**src/rtl/mul_div_unit_if.sv**
```systemverilog
`default_nettype none
// ============================================================================
//  Module      : mul_div_unit_if
//  Description : Bus between the pipeline controller and the iterative
//                multiply/divide sequencer (operation launch, MTHI/MTLO
//                writes, status and HI/LO readback).
//  Revision    : 1.0 - initial release
// ============================================================================
interface mul_div_unit_if;
   logic        start;
   logic [1:0]  mdOp;
   logic [31:0] mdInput1;
   logic [31:0] mdInput2;
   logic        flush;
   logic        hiWe;
   logic        loWe;
   logic [31:0] writeData;
   logic        busy;
   logic        done;
   logic [31:0] hi;
   logic [31:0] lo;

   // Pipeline controller side
   modport master (
      output start, mdOp, mdInput1, mdInput2, flush, hiWe, loWe, writeData,
      input  busy, done, hi, lo
   );

   // Multiply/divide unit side
   modport slave (
      input  start, mdOp, mdInput1, mdInput2, flush, hiWe, loWe, writeData,
      output busy, done, hi, lo
   );
endinterface
`default_nettype wire

```
**src/rtl/mul_div_unit.sv**
```systemverilog
`default_nettype none
// ============================================================================
//  Module      : mul_div_unit
//  Description : 32-iteration multiply/divide sequencer (MULT, MULTU, DIV,
//                DIVU) owning the architectural HI/LO registers.
//                Multiply: LSB-first shift-add; divide: MSB-first restoring.
//  Revision    : 1.0 - initial release
// ============================================================================
module mul_div_unit (
   input  logic           clk,
   input  logic           resetn,
   mul_div_unit_if.slave  md
);

   localparam logic [1:0] S_IDLE = 2'd0;
   localparam logic [1:0] S_CALC = 2'd1;
   localparam logic [1:0] S_FIX  = 2'd2;

   logic [1:0]  state_q,   state_d;
   logic [4:0]  cnt_q,     cnt_d;
   logic [63:0] acc_q,     acc_d;      // {partial hi / remainder, multiplier / dividend}
   logic [31:0] opnd_q,    opnd_d;     // multiplicand or divisor magnitude
   logic        isDiv_q,   isDiv_d;
   logic        divz_q,    divz_d;
   logic        negProd_q, negProd_d;
   logic        negRem_q,  negRem_d;
   logic [31:0] hi_q,      hi_d;
   logic [31:0] lo_q,      lo_d;
   logic        busy_q;
   logic        done_q;

   // Operand sign handling: unsigned ops never see a sign bit
   logic        w_signed;
   logic        w_s1;
   logic        w_s2;
   logic [31:0] w_mag1;
   logic [31:0] w_mag2;
   logic        w_divz;

   assign w_signed = ~md.mdOp[0];
   assign w_s1     = w_signed & md.mdInput1[31];
   assign w_s2     = w_signed & md.mdInput2[31];
   assign w_mag1   = w_s1 ? (~md.mdInput1 + 32'd1) : md.mdInput1;
   assign w_mag2   = w_s2 ? (~md.mdInput2 + 32'd1) : md.mdInput2;
   assign w_divz   = md.mdOp[1] && (md.mdInput2 == 32'd0);

   // One iteration step of each algorithm
   logic [32:0] w_mul_sum;
   logic [32:0] w_div_shift;
   logic [32:0] w_div_diff;
   logic [63:0] w_mul_next;
   logic [63:0] w_div_next;

   assign w_mul_sum   = {1'b0, acc_q[63:32]} + {1'b0, (acc_q[0] ? opnd_q : 32'd0)};
   assign w_mul_next  = {w_mul_sum, acc_q[31:1]};
   assign w_div_shift = {acc_q[63:32], acc_q[31]};
   assign w_div_diff  = w_div_shift - {1'b0, opnd_q};
   // Borrow out means the divisor did not fit: restore and shift in a 0
   assign w_div_next  = w_div_diff[32] ? {w_div_shift[31:0], acc_q[30:0], 1'b0}
                                       : {w_div_diff[31:0],  acc_q[30:0], 1'b1};

   // Sign-corrected results written during FIX
   logic [63:0] w_prod_fix;
   logic [31:0] w_quo_fix;
   logic [31:0] w_rem_fix;

   assign w_prod_fix = negProd_q ? (~acc_q + 64'd1) : acc_q;
   assign w_quo_fix  = negProd_q ? (~acc_q[31:0] + 32'd1) : acc_q[31:0];
   assign w_rem_fix  = negRem_q  ? (~acc_q[63:32] + 32'd1) : acc_q[63:32];

   // Sequencer next state: launch, iterate, then hand over to FIX
   always_comb begin
      state_d   = state_q;
      cnt_d     = cnt_q;
      acc_d     = acc_q;
      opnd_d    = opnd_q;
      isDiv_d   = isDiv_q;
      divz_d    = divz_q;
      negProd_d = negProd_q;
      negRem_d  = negRem_q;
      case (state_q)
         S_IDLE: begin
            if (md.start && !md.flush) begin
               isDiv_d   = md.mdOp[1];
               negProd_d = w_s1 ^ w_s2;
               negRem_d  = w_s1;
               opnd_d    = w_mag2;
               cnt_d     = 5'd31;
               divz_d    = w_divz;
               if (w_divz) begin
                  // Raw dividend is kept so FIX can return it in HI
                  acc_d   = {32'd0, md.mdInput1};
                  state_d = S_FIX;
               end else begin
                  acc_d   = {32'd0, w_mag1};
                  state_d = S_CALC;
               end
            end
         end
         S_CALC: begin
            if (md.flush) begin
               state_d = S_IDLE;
            end else begin
               acc_d = isDiv_q ? w_div_next : w_mul_next;
               if (cnt_q == 5'd0) begin
                  state_d = S_FIX;
               end else begin
                  cnt_d = cnt_q - 5'd1;
               end
            end
         end
         S_FIX:   state_d = S_IDLE;
         default: state_d = S_IDLE;
      endcase
   end

   // HI/LO next value: MTHI/MTLO in any state, FIX result takes priority
   always_comb begin
      hi_d = hi_q;
      lo_d = lo_q;
      if (md.hiWe) hi_d = md.writeData;
      if (md.loWe) lo_d = md.writeData;
      if ((state_q == S_FIX) && !md.flush) begin
         if (divz_q) begin
            hi_d = acc_q[31:0];
            lo_d = 32'hFFFF_FFFF;
         end else if (isDiv_q) begin
            hi_d = w_rem_fix;
            lo_d = w_quo_fix;
         end else begin
            hi_d = w_prod_fix[63:32];
            lo_d = w_prod_fix[31:0];
         end
      end
   end

   // State, datapath and registered status outputs
   always_ff @(posedge clk or negedge resetn) begin
      if (!resetn) begin
         state_q   <= S_IDLE;
         cnt_q     <= 5'd0;
         acc_q     <= 64'd0;
         opnd_q    <= 32'd0;
         isDiv_q   <= 1'b0;
         divz_q    <= 1'b0;
         negProd_q <= 1'b0;
         negRem_q  <= 1'b0;
         hi_q      <= 32'd0;
         lo_q      <= 32'd0;
         busy_q    <= 1'b0;
         done_q    <= 1'b0;
      end else begin
         state_q   <= state_d;
         cnt_q     <= cnt_d;
         acc_q     <= acc_d;
         opnd_q    <= opnd_d;
         isDiv_q   <= isDiv_d;
         divz_q    <= divz_d;
         negProd_q <= negProd_d;
         negRem_q  <= negRem_d;
         hi_q      <= hi_d;
         lo_q      <= lo_d;
         busy_q    <= (state_d != S_IDLE);
         done_q    <= (state_q == S_FIX) && !md.flush;
      end
   end

   assign md.busy = busy_q;
   assign md.done = done_q;
   assign md.hi   = hi_q;
   assign md.lo   = lo_q;

endmodule
`default_nettype wire

```
**src/flat_wrapper.sv**
```systemverilog
// flat-port wrapper written by rule: the top's interface ports become plain ports
module mul_div_unit_flat 
  (clk, resetn, md_start, md_mdOp, md_mdInput1, md_mdInput2, md_flush, md_hiWe, md_loWe, md_writeData, md_busy, md_done, md_hi, md_lo);
  mul_div_unit_if md_i ();
  input  logic clk;
  input  logic resetn;
  input wire logic [$bits(md_i.start)-1:0] md_start;
  input wire logic [$bits(md_i.mdOp)-1:0] md_mdOp;
  input wire logic [$bits(md_i.mdInput1)-1:0] md_mdInput1;
  input wire logic [$bits(md_i.mdInput2)-1:0] md_mdInput2;
  input wire logic [$bits(md_i.flush)-1:0] md_flush;
  input wire logic [$bits(md_i.hiWe)-1:0] md_hiWe;
  input wire logic [$bits(md_i.loWe)-1:0] md_loWe;
  input wire logic [$bits(md_i.writeData)-1:0] md_writeData;
  output wire logic [$bits(md_i.busy)-1:0] md_busy;
  output wire logic [$bits(md_i.done)-1:0] md_done;
  output wire logic [$bits(md_i.hi)-1:0] md_hi;
  output wire logic [$bits(md_i.lo)-1:0] md_lo;
  assign md_i.start = md_start;
  assign md_i.mdOp = md_mdOp;
  assign md_i.mdInput1 = md_mdInput1;
  assign md_i.mdInput2 = md_mdInput2;
  assign md_i.flush = md_flush;
  assign md_i.hiWe = md_hiWe;
  assign md_i.loWe = md_loWe;
  assign md_i.writeData = md_writeData;
  assign md_busy = md_i.busy;
  assign md_done = md_i.done;
  assign md_hi = md_i.hi;
  assign md_lo = md_i.lo;
  mul_div_unit u_core (.clk(clk), .resetn(resetn), .md(md_i));
endmodule
```
**config.mk**
```make
export PLATFORM = sky130hd
export DESIGN_NAME = mul_div_unit_flat
export DESIGN_NICKNAME = d
export VERILOG_FILES = /design/src/rtl/mul_div_unit_if.sv /design/src/rtl/mul_div_unit.sv /design/src/flat_wrapper.sv
export SDC_FILE = /design/constraint.sdc
export NUM_CORES = 1
export LEC_CHECK = 0
export ABC_CLOCK_PERIOD_IN_PS = 6450
export BUFFER_PORTS_ARGS = -buffer_cell sky130_fd_sc_hd__buf_4
export CORE_MARGIN = 3
export CORE_UTILIZATION = 65
export CTS_CLUSTER_DIAMETER = 200
export CTS_CLUSTER_SIZE = 12
export DETAILED_ROUTE_END_ITERATION = 7
export GPL_TIMING_DRIVEN = 0
export PLACE_DENSITY = 0.87
export SYNTH_ARGS = -nofsm -noshare
export SYNTH_HDL_FRONTEND = slang
export SYNTH_SLANG_ARGS = --single-unit
```
**constraint.sdc**
```tcl
create_clock -name clk -period 6.45 [get_ports clk]
set_input_delay 0.9675 -clock clk [delete_from_list [all_inputs] [get_ports clk]]
set_output_delay 0.9675 -clock clk [all_outputs]
set_load 0.05 [all_outputs]
```
Yosys cells after proc, flatten, opt, wreduce, memory -nomap -nowiden

Index checks and enable logic that the tools add are counted.
W data, S select, Z words.

Eq/ne operators: 5
Muxes and demuxes: 29
$add $sub $neg: 8
Reduce and logical (&&, ||, !) cells: 14
Bitwise operators: 9

Operator list:

| kind                    | count |
|---|---|
| $mux W32                | 14 |
| $mux W64                | 5 |
| $add A32 B1 Y32 const B | 4 |
| $not A32 Y32            | 4 |
| $pmux W64 S2            | 1 |
| $add A64 B1 Y64 const B | 1 |
| $not A64 Y64            | 1 |
| $add A32 B32 Y33        | 1 |
| $sub A33 B32 Y33        | 1 |
| $logic_not A32 Y1       | 1 |
| $mux W5                 | 3 |
| $pmux W5 S2             | 1 |
| $mux W2                 | 4 |
| $reduce_bool A2 Y1      | 4 |
| $logic_not A5 Y1        | 1 |
| $sub A5 B1 Y5 const B   | 1 |
| $ne A2 B2 Y1 const B    | 2 |
| $pmux W2 S2             | 1 |
| $reduce_and A4 Y1       | 1 |
| $logic_and A1 B1 Y1     | 3 |
| $reduce_and A3 Y1       | 1 |
| $and A1 B1 Y1           | 2 |
| $eq A2 B1 Y1 const B    | 1 |
| $eq A2 B2 Y1 const B    | 1 |
| 6 further kinds         | 6 |

Word-level logic and storage cells: 77
Register bits: 173
Output and inout port bits: 66
Input bits: 104

Depth between registers and ports, before layout

Depth after elaboration: 6
Mapped depth: 16
Mapped depth without buffers: 14

Worst setup path after synthesis

Ideal clock, no wire load.

Path kind: register to register
From: register u_core.acc_q[31]
To: register u_core.acc_q[63]
Required time: 6.328 ns
Setup time: 0.122 ns
Path buffers: 1
Clock period less this slack: 3.434 ns
Arrival: 3.312 ns
Setup slack: 3.016 ns
Cell stages (with the launch flop): 15
Cell sequence: dfrtp_1 -> inv_1 -> ha_1 -> fa_1 -> nand2b_1 -> a21oi_1 -> o211ai_1 -> a21oi_1 -> a31oi_1 -> o21ai_1 -> a31oi_2 -> xnor2_2 -> buf_2 -> nand3_1 -> a32o_1

Word-level cells in the longest chain between the ends: 5

RTL lines:

| what                   | RTL line            | source |
|---|---|---|
| start, declared        | mul_div_unit.sv:21  | `logic [63:0] acc_q, acc_d;` |
| start signal, assigned | mul_div_unit.sv:142 | `acc_q <= 64'd0;` |
| start signal, assigned | mul_div_unit.sv:155 | `acc_q <= acc_d;` |
| $sub A33 B32 Y33       | mul_div_unit.sv:57  | `assign w_div_diff = w_div_shift - {1'b0, opnd_q};` |
| $mux W64               | mul_div_unit.sv:59  | `assign w_div_next = w_div_diff[32] ? {w_div_shift[31:0], acc_q[30:0], 1'b0}` |
| $mux W64               | mul_div_unit.sv:104 | `acc_d = isDiv_q ? w_div_next : w_mul_next;` |
| $mux W64               | mul_div_unit.sv:101 | `if (md.flush) begin` |
| $pmux W64 S2           | mul_div_unit.sv:81  | `case (state_q)` |

No other way between the ends. The select of a mux whose other input is x is not followed.
A chain may end at the register's enable or synchronous reset.

Worst setup path after layout

From: register u_core.acc_q[31]
To: register u_core.acc_q[52]

Same word-level chain as after synthesis.

==> out/results.txt <==
Worst Path Max Fanout -> 10
antenna violations before repair -> 0
register area share after synthesis -> 0.291
fin nets -> 2202
clk slew on worst S/H paths -> 0.09 ns
syn nets -> 2015
count of unique library cells instantiated by Yosys -> 79
All-Layer GR Usage -> 0.431
Worst Clk Skew -> 0.0179 ns
Core ar. -> 22200 µm²
period utilization -> 0.773
startpoint types -> register
area growth from synthesis to layout -> 15.1%
Routed WL -> 54.0 mm
Final GP Congestion -> 1.07
die area -> 24700 µm²
input/output buffers -> 167
Ant. Diodes -> 0
Synth area leaders -> dfrtp_1, mux2i_1, xor2_1
Fin Setup TNS -> 0 ns
htree depth -> 4
die height -> 157 µm
nature of the critical path endpoint -> register
pin count of the biggest net entering global routing -> 91
Max Fclk -> 200 MHz
Hold WC Path Type -> in -> async
Synth warnings -> 0
Num CTS Buffers -> 17
Worst Tran Pin Value -> 1.07 ns
number of core rows -> 54
top_reg_cell synth -> dfrtp_1
vias in the first global route -> 15.3k
Fin. Hold Viols -> 0
Initial Utilization -> 0.671
fillcell total -> 1604
area post-placement -> 16500 µm²
Final Max Tran Viols -> 0
DR vias/cell -> 6.86
Avg Inst Size Synth -> 8.08 µm²
max cap viols -> 0
r2r setup slk -> 1.46 ns
mean routed wirelength per cell -> 23.3 µm
ys async rst share -> 1.00
top post-synthesis cells by count -> nand2_1, dfrtp_1, nor2_1, a21oi_1, mux2i_1
Synth top area share -> 0.291
Clock Path Buffers -> 2
VDD IR-drop max -> 0.000262 V
Finish-stage setup viols -> 0
Skew-Pair Late Insertion Delay -> 0.46 ns
GR Overflow Total -> 0
chip width -> 157 µm
share of layout cells above drive strength 1 -> 0.122
Static Leak -> 7.65 nW
# DRC -> 0
RSZ-0062 raised after global routing -> no
fin crit period -> 4.99 ns
number of synthesized register bits -> 173
Post-CTS Hold Fix Bufs -> 0
root buf cell -> clkbuf_16
pwr dens -> 413 nW/µm²
via count -> 15.9k
number of synthesized flops with an enable pin -> 0
Worst Reg-to-Reg Cells -> 14
post-CTS repair timing setup buffer count -> 0
Critical Path RT -> 6.77 ns
DP HPWL -> 41.7 mm
relative slew slack -> 0.289
Sink Count -> 173
area leader, netlist -> dfrtp_1
1st-iter DRT viols -> 2177
crit path kind -> reg -> reg
most common cell in the netlist -> nand2_1
first-pass GRT wire length -> 83.4 mm
status -> complete, no violations
CP arrival -> 5.31 ns
cells after synthesis -> 1840
Synth Cell Area -> 14900 µm²
CTS tree -> built
fin area -> 17100 µm²
Ports -> 170
PostCTS Resize Cnt -> 0
post-route ant nets -> 0
TritonRoute pass-1 iters -> 6
[layout by cell type (no fill, tap or decap), types with 17 or more instances in the layout]
cell type and instances:
nand2_1 197, dfrtp_1 173, buf_4 167, nor2_1 143, a21oi_1 120, mux2i_1 116
o21ai_0 115, xor2_1 101, clkbuf_1 88, xnor2_1 76, ha_1 69, inv_1 63
o21ai_1 63, a22oi_1 51, nand3_1 45, nor3_1 43, nand2b_1 35, o31ai_1 33
a21o_1 28, a211oi_1 18, nor4_1 17, o211ai_1 17, a31oi_1 17, clkbuf_16 17
[state kept, by name, indices dropped and copies added, names as in the netlist]
register / flops
u_core.acc_q: 64
u_core.md.hi: 32
u_core.md.lo: 32
u_core.opnd_q: 32
u_core.cnt_q: 5
u_core.state_q: 2
u_core.divz_q: 1
u_core.isDiv_q: 1
u_core.md.busy: 1
u_core.md.done: 1
u_core.negProd_q: 1
u_core.negRem_q: 1
[stage by stage]
stage	instances	util	worst slack, ns	hold WS, ns	power, W
after global placement	2287	0.743	1.90	0.462	0.00566
final	2319	0.772	1.46	0.460	0.00707
after CTS	2319	0.772	1.68	0.485	0.00687
after global routing	2319	0.772	1.24	0.517	0.00743
after detailed placement	2288	0.745	1.76	0.470	0.00576
after floorplan	1840	-	3.02	0.450	0.00454
[path summary, 6_finish.rpt]
| kind | from | end |
|---|---|---|
| max | u_core.acc_q[31] | u_core.acc_q[52] |
| min | resetn | u_core.acc_q[39] |
| max reg2reg | u_core.acc_q[31] | u_core.acc_q[52] |
| min reg2reg | u_core.opnd_q[28] | u_core.opnd_q[28] |
| max in group asynchronous | resetn | u_core.acc_q[1] |
| min in group clk | u_core.opnd_q[28] | u_core.opnd_q[28] |
[metal layers]
layer / wire length [µm] / up-vias / global-route usage
met2: 23500 / 1142 / 0.658
met5: 0 / - / 0
li1: - / 7017 / -
met3: 7520 / 235 / 0.143
met1: 20800 / 7515 / 0.574
met4: 2290 / 0 / 0.160
[worst max-delay path: stages, from the launching register on]
cell and delay, ns:
dfrtp_1 0.55, inv_1 0.27, ha_1 0.29, fa_1 0.42
nand2b_1 0.19, a21oi_1 0.24, o211ai_1 0.19, a21oi_1 0.35
a31oi_1 0.27, o21ai_1 0.40, a31oi_2 0.32, xnor2_2 0.55
buf_2 0.48, mux2i_1 0.26, o21ai_1 0.08
[power by group]
part / internal (W) / switching [W]
Clock: 0.000554 / 0.000546
Combinational: 0.00154 / 0.00270
Sequential: 0.00132 / 0.000415
[kinds of logic after synthesis]
kind of cell             share of synthesized area
AND/OR/NAND/NOR                              0.186
multiplexers                                0.0796
buffers and inverters                       0.0479
flip-flops                                   0.291
AO/OA/AOI/OAI                                0.229
adder cells (fa/ha/maj)                     0.0608
XOR/XNOR                                     0.105
[layout make-up]
cell class | count | area, µm² | area share
sequential | 173 | 4330 | 0.253
inverter | 64 | 240 | 0.0140
timing repair buffer | 168 | 1290 | 0.0753
multi-input combinational | 1488 | 9830 | 0.574
tap | 280 | 350 | 0.0205
clock buffer | 17 | 425 | 0.0249
clock inverter | 14 | 174 | 0.0102
buffer | 115 | 472 | 0.0276
Power figures use the tool's default switching activity.
